## src/rtl/compare_stream.sv

```systemverilog
// compare_stream: pipelined equality/magnitude comparator with match statistics.
// Latency: 2 cycles from an accepted sample to its out_valid result.
// Backpressure: none; one sample per cycle is always accepted and never stalled.
//
// Ports:
//   clk, rst                  rising-edge clock, synchronous active-high reset
//   in_valid, a, b, mode      input sample; mode selects EQ/NE/LT/GT/LE/GE (6,7 reserved)
//   clear                     zeroes the statistics only (match_cnt, cnt_sat, run counter)
//   out_valid, result         registered result of the selected compare
//   equal, less, greater      one-hot relation flags, valid with out_valid
//   match_cnt, cnt_sat        saturating count of result=1 samples, sticky saturation flag
//   run_hit                   current consecutive-match run has reached RUN_LEN
module compare_stream #(
    parameter int WIDTH   = 8,
    parameter int SIGNED  = 0,
    parameter int CNT_W   = 16,
    parameter int RUN_LEN = 4
) (
    input  logic             clk,
    input  logic             rst,
    input  logic             in_valid,
    input  logic [WIDTH-1:0] a,
    input  logic [WIDTH-1:0] b,
    input  logic [2:0]       mode,
    input  logic             clear,
    output logic             out_valid,
    output logic             result,
    output logic             equal,
    output logic             less,
    output logic             greater,
    output logic [CNT_W-1:0] match_cnt,
    output logic             cnt_sat,
    output logic             run_hit
);

    localparam logic [2:0] MODE_EQ = 3'd0;
    localparam logic [2:0] MODE_NE = 3'd1;
    localparam logic [2:0] MODE_LT = 3'd2;
    localparam logic [2:0] MODE_GT = 3'd3;
    localparam logic [2:0] MODE_LE = 3'd4;
    localparam logic [2:0] MODE_GE = 3'd5;

    // The run counter never needs to go beyond RUN_LEN, so it saturates there.
    localparam logic [15:0] RUN_MAX = 16'(RUN_LEN);

    typedef struct packed {
        logic [WIDTH-1:0] a;
        logic [WIDTH-1:0] b;
        logic [2:0]       mode;
    } smp_t;

    // ---------------- stage 1: capture the sample ----------------
    smp_t s1_dat;
    logic s1_vld;

    always_ff @(posedge clk) begin
        if (rst) begin
            s1_vld <= 1'b0;
            s1_dat <= '0;
        end else begin
            s1_vld <= in_valid;
            if (in_valid) begin
                s1_dat.a    <= a;
                s1_dat.b    <= b;
                s1_dat.mode <= mode;
            end
        end
    end

    // ---------------- stage 2: compare on the captured sample ----------------
    logic cmp_eq;
    logic cmp_lt;
    logic cmp_gt;
    logic cmp_res;

    always_comb begin
        cmp_eq = (s1_dat.a == s1_dat.b);
        if (SIGNED != 0) begin
            cmp_lt = ($signed(s1_dat.a) < $signed(s1_dat.b));
        end else begin
            cmp_lt = (s1_dat.a < s1_dat.b);
        end
        // Derived so that exactly one flag is ever set.
        cmp_gt = !cmp_eq && !cmp_lt;

        case (s1_dat.mode)
            MODE_EQ: cmp_res = cmp_eq;
            MODE_NE: cmp_res = !cmp_eq;
            MODE_LT: cmp_res = cmp_lt;
            MODE_GT: cmp_res = cmp_gt;
            MODE_LE: cmp_res = cmp_lt || cmp_eq;
            MODE_GE: cmp_res = cmp_gt || cmp_eq;
            default: cmp_res = 1'b0;
        endcase
    end

    // ---------------- statistics next-state ----------------
    logic [15:0]      run_cnt;
    logic [15:0]      run_inc;
    logic [CNT_W-1:0] cnt_inc;

    assign cnt_inc = (&match_cnt) ? match_cnt : match_cnt + CNT_W'(1);
    assign run_inc = (run_cnt >= RUN_MAX) ? RUN_MAX : run_cnt + 16'd1;

    always_ff @(posedge clk) begin
        if (rst) begin
            out_valid <= 1'b0;
            result    <= 1'b0;
            equal     <= 1'b0;
            less      <= 1'b0;
            greater   <= 1'b0;
            match_cnt <= '0;
            cnt_sat   <= 1'b0;
            run_cnt   <= '0;
            run_hit   <= 1'b0;
        end else begin
            // Result and flags are gated so idle cycles present all zeros.
            out_valid <= s1_vld;
            result    <= s1_vld & cmp_res;
            equal     <= s1_vld & cmp_eq;
            less      <= s1_vld & cmp_lt;
            greater   <= s1_vld & cmp_gt;

            // Statistics reflect the sample in the same cycle it is output;
            // clear takes precedence over a counting sample.
            if (clear) begin
                match_cnt <= '0;
                cnt_sat   <= 1'b0;
                run_cnt   <= '0;
                run_hit   <= 1'b0;
            end else if (s1_vld && cmp_res) begin
                match_cnt <= cnt_inc;
                cnt_sat   <= cnt_sat | (&cnt_inc);
                run_cnt   <= run_inc;
                run_hit   <= (run_inc >= RUN_MAX);
            end else if (s1_vld) begin
                run_cnt   <= '0;
                run_hit   <= 1'b0;
            end else begin
                // Bubble: the run is held, but run_hit is only shown with a valid output.
                run_hit   <= 1'b0;
            end
        end
    end

endmodule

```

## config.mk

```make
export PLATFORM = sky130hd
export DESIGN_NAME = compare_stream
export DESIGN_NICKNAME = d
export VERILOG_FILES = /design/src/rtl/compare_stream.sv
export SDC_FILE = /design/constraint.sdc
export NUM_CORES = 1
export LEC_CHECK = 0
export CORE_MARGIN = 4
export CORE_UTILIZATION = 52
export CTS_CLUSTER_SIZE = 10
export DETAILED_ROUTE_END_ITERATION = 8
export PLACE_DENSITY = 0.79
export SLEW_MARGIN = 20
export SYNTH_ARGS = -nofsm -noshare
export SYNTH_HDL_FRONTEND = slang
export SYNTH_SLANG_ARGS = --single-unit
export TNS_END_PERCENT = 20
```

## constraint.sdc

```tcl
create_clock -name clk -period 3.3 [get_ports clk]
set_input_delay 0.66 -clock clk [delete_from_list [all_inputs] [get_ports clk]]
set_output_delay 0.66 -clock clk [all_outputs]
set_load 0.01 [all_outputs]
```

==> results.cfg, run 1 <==
[outcome]
status = complete, no violations

[synth]
synth_ff_type = dfxtp_1
synthesis.area_sq_mm = 0.00268
synthArstFlopShare = 0
ys_types = 40
yosysWarnings = 0
synth_nets = 339
ys_seq_area_frac = 0.440
synth_seq_cells = 59
synth_edf_count = 0
avgSynthCellArea_sq_um = 8.80
synth_cells = 305

[floorplan]
die_h_um = 79.8
io_pins = 46
placementRows = 25
die_area_sq_mm = 0.00637
fp.dieW_um = 79.8
start_util = 0.553
core_sq_mm = 0.00485

[drt]
routedWlPerCell_um = 13.8
via_per_inst = 5.54
ant_nets = 0
dr.pass1.iters = 5
dr.first_iter.drc_count = 217
drt-total-wl_mm = 5.90
drc = 0
vias = 2366

[worst_hold_path]
worst_hold_path.endpoint = run_cnt[8]
hold_class = reg2reg
hold_path_startpoint = run_cnt[8]
hold_path_depth = 1

[setup_path]
arrival_ns = 3.21
cp-start-kind = flop
reg2reg_to = match_cnt[3]
r2r_start = s1_dat[8]
cp_cell_sequence = inv_1 > ha_1 > nand4_2 > o21bai_2 > or4_4 > a211o_1 > or4_1 > a21oi_1
path_max_fanout = 24
worst-path-buf-inv = 1
crit_family = simple AND/OR/NAND/NOR gates
worstRegToRegCells = 8
r2r_setup_slack_ns = 0.35
max_stage_delay_ns = 0.58
critical_path.slowest_cell = or4_1
cp-end-kind = flop
critical_path_class = reg2reg
worstPathRequired_ns = 3.56

[sta]
fin_crit_sh = 0.893
hold_ws_ns = 0.459
clock-skew-final_ns = 0.00440
rsz0062_at_grt = false
setup_tns_ns = 0
max_slew.worst_pin.slew_ns = 0.641
fmax_mhz = 339
slew_headroom = 0.567
setup_viol = 0
timing.final.crit_period_ns = 2.95
maxSlewViolCount = 0
fin_ws_ns = 0.354
hold_viol = 0

[final_layout]
drive_gt1_frac = 0.0694
layout_common_cells = 59 x dfxtp_1, 45 x clkdlybuf4s50_1, 36 x nor2_1
final_area_sq_mm = 0.00345
area_growth_syn_to_layout_pct = 28.8
final_cells = 427
fillers = 386
final_util = 0.713
final_nets = 389
diodes = 0
final_common_cell = dfxtp_1

[clock_network]
cts_tree = yes
cts_setup_buffers = 0
cts_inserted_buffers = 9
cts_resized = 0
clk_pin_slew_worst_paths_ns = 0.06
clockRootBuffer = clkbuf_8
htree_levels = 3
cts.sinks = 59
postCtsHoldBufs = 0
clk_latency_ns = 0.33
cts_buffer_depth = 2

[grt]
grt_max_degree = 25
busiest_layer = met2
grt_pass1_vias = 2234
grt_pass1_wl_mm = 9.98
antenna_found_initial = 0
met1_usage = 0.254
met2_usage = 0.316
globalRouteTotalUtil = 0.200
grtUsageMet3 = 0.0451
grt_overflow = 0

[power]
p_leak_nw = 1.27
power_mw = 1.74
vdd_drop_max_uv = 340
p_per_area_mw_per_mm2 = 504

[flow_run]
drv_cap = 0

[placement]
gp_congestion = 0.856
io_buffers = 45
detailed_place_hpwl_mm = 4.12
place_inst = 411
placed_area_sq_mm = 0.00320
dpl_worst_slack_ns = 0.382
[layout make-up]
class                   instances  area, sq um  share of cell area
repair buffers                 48          473               0.137
clock buffers                  11          131              0.0380
clock inverters                 5          125              0.0362
well taps                      67         83.8              0.0243
flip-flops and latches         59         1180               0.342
inverters                      16         60.1              0.0174
multi-input cells             221         1400               0.405
[worst max-delay path by stage]
stage / slack [ns] / to / from / depth (start not counted)
6_report: 0.35 / match_cnt[3] / s1_dat[8] / 8
5_1_grt: 0.18 / match_cnt[3] / s1_dat[8] / 8
4_1_cts: 0.35 / match_cnt[9] / s1_dat[8] / 8
3_5_place_dp: 0.38 / match_cnt[11] / s1_dat[10] / 8
3_3_place_gp: 0.44 / match_cnt[9] / s1_dat[8] / 8
2_1_floorplan: 0.72 / match_cnt[5] / s1_dat[8] / 9
[flip-flops by register name, summed over array words and instances, names as in the netlist]
name       count
cnt_sat        1
equal          1
greater        1
less           1
match_cnt     16
out_valid      1
result         1
run_cnt       16
run_hit        1
s1_dat        19
s1_vld         1
[cells by family after synthesis]
logic type	Yosys count	synth area share
adder cells (fa/ha/maj)	11	0.0513
AO/OA/AOI/OAI	53	0.131
buffers and inverters	25	0.0378
flip-flops	59	0.440
multiplexers	23	0.0863
AND/OR/NAND/NOR	134	0.253
[Yosys cell counts, types with 2 or more instances]
master | count | area, sq um
nor2b_1 | 2 | 12.5
o21ai_0 | 13 | 65.1
nand2_1 | 25 | 93.8
nand3_1 | 11 | 55.1
or4_1 | 3 | 22.5
mux2i_1 | 22 | 220
a311oi_1 | 2 | 17.5
nor3_1 | 10 | 50.1
nand4_1 | 6 | 37.5
a211oi_2 | 3 | 37.5
nor2_1 | 36 | 135
dfxtp_1 | 59 | 1180
or3_1 | 7 | 43.8
o41ai_1 | 3 | 26.3
and2_1 | 14 | 87.6
a21oi_1 | 19 | 95.1
and3_1 | 3 | 18.8
nor4_1 | 6 | 37.5
clkbuf_1 | 8 | 30.0
ha_1 | 11 | 138
inv_1 | 16 | 60.1
and4_1 | 2 | 17.5
nand2b_1 | 4 | 25.0
o31ai_1 | 4 | 30.0
[metal layers]
metal  vias to the layer above  wire length, um
met1                      1080             2760
met3                        18              328
met2                        75             2660
met4                         0              154
li1                       1193                -
met5                         -                0
[power by group]
| part | switching, mW | internal [mW] |
|---|---|---|
| combinational | 0.0780 | 0.0700 |
| sequential | 0.0117 | 0.730 |
| clock | 0.274 | 0.577 |
[worst register-to-register path: stages (launching register included)]
cell	delay [ns]
dfxtp_1	0.34
inv_1	0.05
ha_1	0.33
nand4_2	0.19
o21bai_2	0.15
or4_4	0.57
a211o_1	0.54
or4_1	0.58
a21oi_1	0.14
No activity file was read; power rests on OpenSTA's default activity.
==> run 2: changes to the inputs <==
- CAP_MARGIN: default -> 10
==> results of run 2 <==
Final layout, timing and power as in run 1 (identical DEF).
==> patch 1 (settings of run 1) <==
`WIDTH`: 8 -> 10.
--- a/src/rtl/compare_stream.sv
+++ b/src/rtl/compare_stream.sv
@@ -11,7 +11,7 @@
 //   match_cnt, cnt_sat        saturating count of result=1 samples, sticky saturation flag
 //   run_hit                   current consecutive-match run has reached RUN_LEN
 module compare_stream #(
-    parameter int WIDTH   = 8,
+    parameter int WIDTH   = 10,
     parameter int SIGNED  = 0,
     parameter int CNT_W   = 16,
     parameter int RUN_LEN = 4
Interface: changed (resized a and b); port bits go from 46 to 50. No check against the original RTL was run, so the function may have changed too.
==> patch 1 against run 1 <==
Via count increased by 9.2%; cell area increased by 6.8%; power decreased by 5.3%; wire length increased by 7.0%; sequential cell count increased by 4; area after synthesis increased by 10%; setup slack got worse by 0.045 ns.
==> patch 1: results (changes against run 1) <==
metric	value	unit	change
number of distinct library cell variants in the gate-level netlist after synthesis	51		+28%
vias per cell	5.679		+2.5%
synthesized-area fraction occupied by xor and xnor cells	0.005932		+0.005932
count of routing violations after the opening detailed-route iteration	161		-26%
Synth Area in Compound Gates	0.1381		+0.007072
Detail Placement HPWL	4.544	mm	+10%
pin count of the biggest net entering global routing	29		+16%
Routability Congestion	0.8815		+3.0%
Synth Flop Type	sky130_fd_sc_hd__dfxtp_1		
top cells by count, synth	sky130_fd_sc_hd__dfxtp_1 (63), sky130_fd_sc_hd__nor2_1 (40), sky130_fd_sc_hd__mux2i_1 (23)		
port buffer count	49		+8.9%
Clock Skews	0.008157	ns	+0.003758 ns
worst IR drop on VDD	0.2764	mV	-19%
Synth Net Count	372		+9.7%
number of detailed-routing iterations run before antenna repair	4		-1
worst reg-to-reg path cell count	9		+1
share of total power consumed by net switching	0.2402		+0.03113
Overall Global Routing Usage	0.1866		-0.01361
Post-Synth Adder-Cell Area	0.05847		+0.007169
run status	finished clean		
dominant cells by area after synthesis	sky130_fd_sc_hd__dfxtp_1 (43%), sky130_fd_sc_hd__mux2i_1 (7.8%), sky130_fd_sc_hd__ha_1 (5.5%)		
via count of the first global-routing pass	2346		+5.0%
net count of the finished layout	418		+7.5%
Leakage	1.462	nW	+15%
Largest regs	s1_dat (23), match_cnt (16), run_cnt (16)		
data arrival time at the worst-slack endpoint	3.26	ns	+0.05 ns
[patch 1: cell count changes after synthesis, moves of 5 or more]
cell and change:
sky130_fd_sc_hd__o21ai_0 -6, sky130_fd_sc_hd__inv_1 +5, sky130_fd_sc_hd__a21oi_1 -6, sky130_fd_sc_hd__nand2_1 -10
[patch 1: final timing paths]
kind | end | from | slack, ns
max reg2reg | match_cnt[5]$_SDFFE_PP0P_ | s1_dat[8]$_SDFFE_PP0P_ | 0.31
min | run_cnt[6]$_SDFFE_PP0P_ | run_cnt[6]$_SDFFE_PP0P_ | 0.46
min reg2reg | run_cnt[6]$_SDFFE_PP0P_ | run_cnt[6]$_SDFFE_PP0P_ | 0.46
max | match_cnt[5]$_SDFFE_PP0P_ | s1_dat[8]$_SDFFE_PP0P_ | 0.31
[patch 1: cells by family after synthesis]
logic type	Yosys count
fa+ha+maj	14
simple gates	134
compound gates	57
mux	24
buf+inv	38
xor+xnor	2
flops	63
[patch 1: layout make-up]
class | instances | area [um2]
Timing Repair Buffer | 52 | 513.0
Clock inverter | 4 | 53.80
Sequential cell | 63 | 1261
Tap cell | 72 | 90.09
Inverter | 21 | 78.83
Clock buffer | 12 | 155.1
Fill cell | 449 | 1815
Multi-Input combinational cell | 231 | 1539
[patch 1: worst register-to-register path, delay by kind of cell, from the launching register on]
kind	cells	cell delay, ns
AO/OA/AOI/OAI	4	0.82
adder cells (fa/ha/maj)	1	0.30
buffers and inverters	1	0.05
flip-flops	1	0.34
AND/OR/NAND/NOR	3	1.41
[patch 1: power groups by stage]
stage / logic (mW) / registers, mW / clock network (mW)
finish: 0.164 / 0.793 / 0.692
CTS: 0.164 / 0.793 / 0.703
global route: 0.181 / 0.795 / 0.734
floorplan: 0.104 / 0.808 / 0
detailed placement: 0.163 / 0.810 / 0
global placement: 0.157 / 0.810 / 0
[patch 1: stage by stage]
| step | utilization | setup slack [ns] | std cells | instance area [um2] | hold WS, ns |
|---|---|---|---|---|---|
| 5_1_grt | 0.6703 | 0.08863 | 455 | 3691 | 0.4846 |
| 3_3_place_gp | 0.6324 | 0.4381 | 439 | 3482 | 0.4430 |
| 6_report | 0.6703 | 0.3086 | 455 | 3691 | 0.4623 |
| 3_5_place_dp | 0.6324 | 0.3160 | 439 | 3482 | 0.4451 |
| 2_1_floorplan | - | 0.7554 | 332 | 2953 | 0.4302 |
| 4_1_cts | 0.6703 | 0.2936 | 455 | 3691 | 0.4671 |
[patch 1: per-layer routing]
metal,track usage,vias up,wire (um)
met5,0,-,0
met2,0.2908,74,2865
li1,-,1281,-
met3,0.03472,12,353
met4,0.09064,0,114
met1,0.2475,1217,2980
==> patch 2 (flow settings as in run 1) <==
Without the edit above. Register the output `cnt_sat` once more; this adds one clock of latency there. The other outputs are not delayed to match.
--- a/src/rtl/compare_stream.sv
+++ b/src/rtl/compare_stream.sv
@@ -48,6 +48,8 @@
         logic [WIDTH-1:0] b;
         logic [2:0]       mode;
     } smp_t;
+
+    logic cnt_sat_s0;
 
     // ---------------- stage 1: capture the sample ----------------
     smp_t s1_dat;
@@ -110,7 +112,7 @@
             less      <= 1'b0;
             greater   <= 1'b0;
             match_cnt <= '0;
-            cnt_sat   <= 1'b0;
+            cnt_sat_s0 <= 1'b0;
             run_cnt   <= '0;
             run_hit   <= 1'b0;
         end else begin
@@ -125,12 +127,12 @@
             // clear takes precedence over a counting sample.
             if (clear) begin
                 match_cnt <= '0;
-                cnt_sat   <= 1'b0;
+                cnt_sat_s0 <= 1'b0;
                 run_cnt   <= '0;
                 run_hit   <= 1'b0;
             end else if (s1_vld && cmp_res) begin
                 match_cnt <= cnt_inc;
-                cnt_sat   <= cnt_sat | (&cnt_inc);
+                cnt_sat_s0 <= cnt_sat_s0 | (&cnt_inc);
                 run_cnt   <= run_inc;
                 run_hit   <= (run_inc >= RUN_MAX);
             end else if (s1_vld) begin
@@ -143,5 +145,9 @@
         end
     end
 
+    always_ff @(posedge clk) begin
+        cnt_sat <= cnt_sat_s0;
+    end
+
 endmodule
 
Function: no difference found for any inputs over 10 cycles, from zero or initial values and one cycle with rst high; that may be too few to reach the edited logic, so the function may still have changed.
==> patch 2 against run 1 <==
Area after synthesis increased by 8.3%; worst hold slack got worse by 0.099 ns; power decreased by 16%; clock skew about the same; sequential cell count increased by 1; core utilization decreased by 4.6 points; cell area increased by 1.7%; cell count increased by 2.6%; via count increased by 2.2%; clock power decreased by 33%; setup slack improved by 0.11 ns; wire length increased by 4.3%; maximum frequency increased by 3.9%; critical path type unchanged.
==> patch 2: results (changes against run 1) <==
metric	value	unit	change
mean post-synth cell area	9.055	um2	+2.9%
vias per cell	5.521		-0.37%
Leakage	1.370	nW	+8.0%
Post-CTS Repair Setup Buffers	0		unchanged
run status	finished clean		
worst reg-to-reg path cell count	8		unchanged
largest incremental delay on the critical path	0.67	ns	+0.09 ns
number of antenna violations at the first check in global routing	0		unchanged
Critical Path Start Type	flip-flop		
maximum clock insertion buffer count	2		unchanged
detailed-route via count	2418		+2.2%
number of distinct library cell variants in the gate-level netlist after synthesis	64		+60%
Post-Place Cells	422		+2.7%
placed cell area	0.003343	mm2	+4.5%
Overall Global Routing Usage	0.2027		+0.002444
worst-margin pin slew	0.6419	ns	+0.0006403 ns
Wirelength per Cell	14.05	um	+1.6%
peak fanout along the critical path	26		+8.3%
count of routing violations after the opening detailed-route iteration	201		-7.4%
synthesized-area fraction occupied by xor and xnor cells	0.006027		+0.006027
mux share of post-synthesis cell area	0.06888		-0.01741
number of gates given a new drive strength after cts	0		unchanged
sequential-to-total area share from yosys stat	0.4133		-0.02704
layout cell share with drive strength beyond 1	0.1141		+0.04469
Synth Net Count	355		+4.7%
Clock Skews	0.004704	ns	+0.0003043 ns
number of detailed-routing iterations run before antenna repair	4		-1
R2R Setup Slk	0.46	ns	+0.11 ns
data arrival time at the worst-slack endpoint	3.10	ns	-0.11 ns
net count of the finished layout	397		+2.1%
number of cells on the worst hold path	0		-1
Detail Placement HPWL	4.403	mm	+6.8%
post-route fraction of the period consumed by the critical path	0.8593		-0.03354
first-pass GRT wire length	10.38	mm	+4.1%
worst slack on hold paths	0.3596	ns	-0.09927 ns
Routability Congestion	0.9371		+9.5%
pin count of the biggest net entering global routing	27		+8.0%
Setup crit end	match_cnt[6]$_SDFFE_PP0P_		
via count of the first global-routing pass	2260		+1.2%
worst IR drop on VDD	0.2655	mV	-22%
Post-Synth Adder-Cell Area	0.04735		-0.003953
Synth Area in Compound Gates	0.1429		+0.01186
start point of the worst hold path	cnt_sat_s0$_SDFFE_PP0P_		
top cells by count, synth	sky130_fd_sc_hd__dfxtp_1 (60), sky130_fd_sc_hd__nor2_1 (36), sky130_fd_sc_hd__nand2_1 (26)		
dominant cells by area after synthesis	sky130_fd_sc_hd__dfxtp_1 (41%), sky130_fd_sc_hd__mux2i_1 (6.9%), sky130_fd_sc_hd__ha_1 (4.7%)		
end point of the worst hold path	cnt_sat$_DFF_P_		
number of levels in the clock H-tree	3		unchanged
Setup Slack @ Placement	0.5046	ns	+0.1230 ns
-- patch 2: changes by cell type after synthesis, sizes merged, moves of 3 or more --
cell,delta
a31oi,+3
or4,-3
buf,+5
o41ai,-3
-- patch 2: per-layer routing --
metal  share of wire  up-vias  GRT usage  wire [um]
met4           0.016        0    0.08987         99
met1            0.45     1114     0.2588       2797
li1                -     1226          -          -
met3           0.069        7    0.05423        424
met5               0        -          0          0
met2            0.46       71     0.3197       2831
-- patch 2: area by class of cell --
type / instances / area, um2
Clock buffer: 10 / 127.6
Clock inverter: 6 / 41.29
Fill cell: 470 / 1758
Inverter: 16 / 60.06
Multi-Input combinational cell: 228 / 1521
Sequential cell: 60 / 1201
Tap cell: 70 / 87.58
Timing Repair Buffer: 48 / 473.0
-- patch 2: where the power goes --
part	switching, mW	leakage (nW)	total (mW)	internal (mW)
registers	0.0128	0.488	0.754	0.742
clock network	0.298	0.0783	0.569	0.270
logic	0.0696	0.804	0.139	0.0694
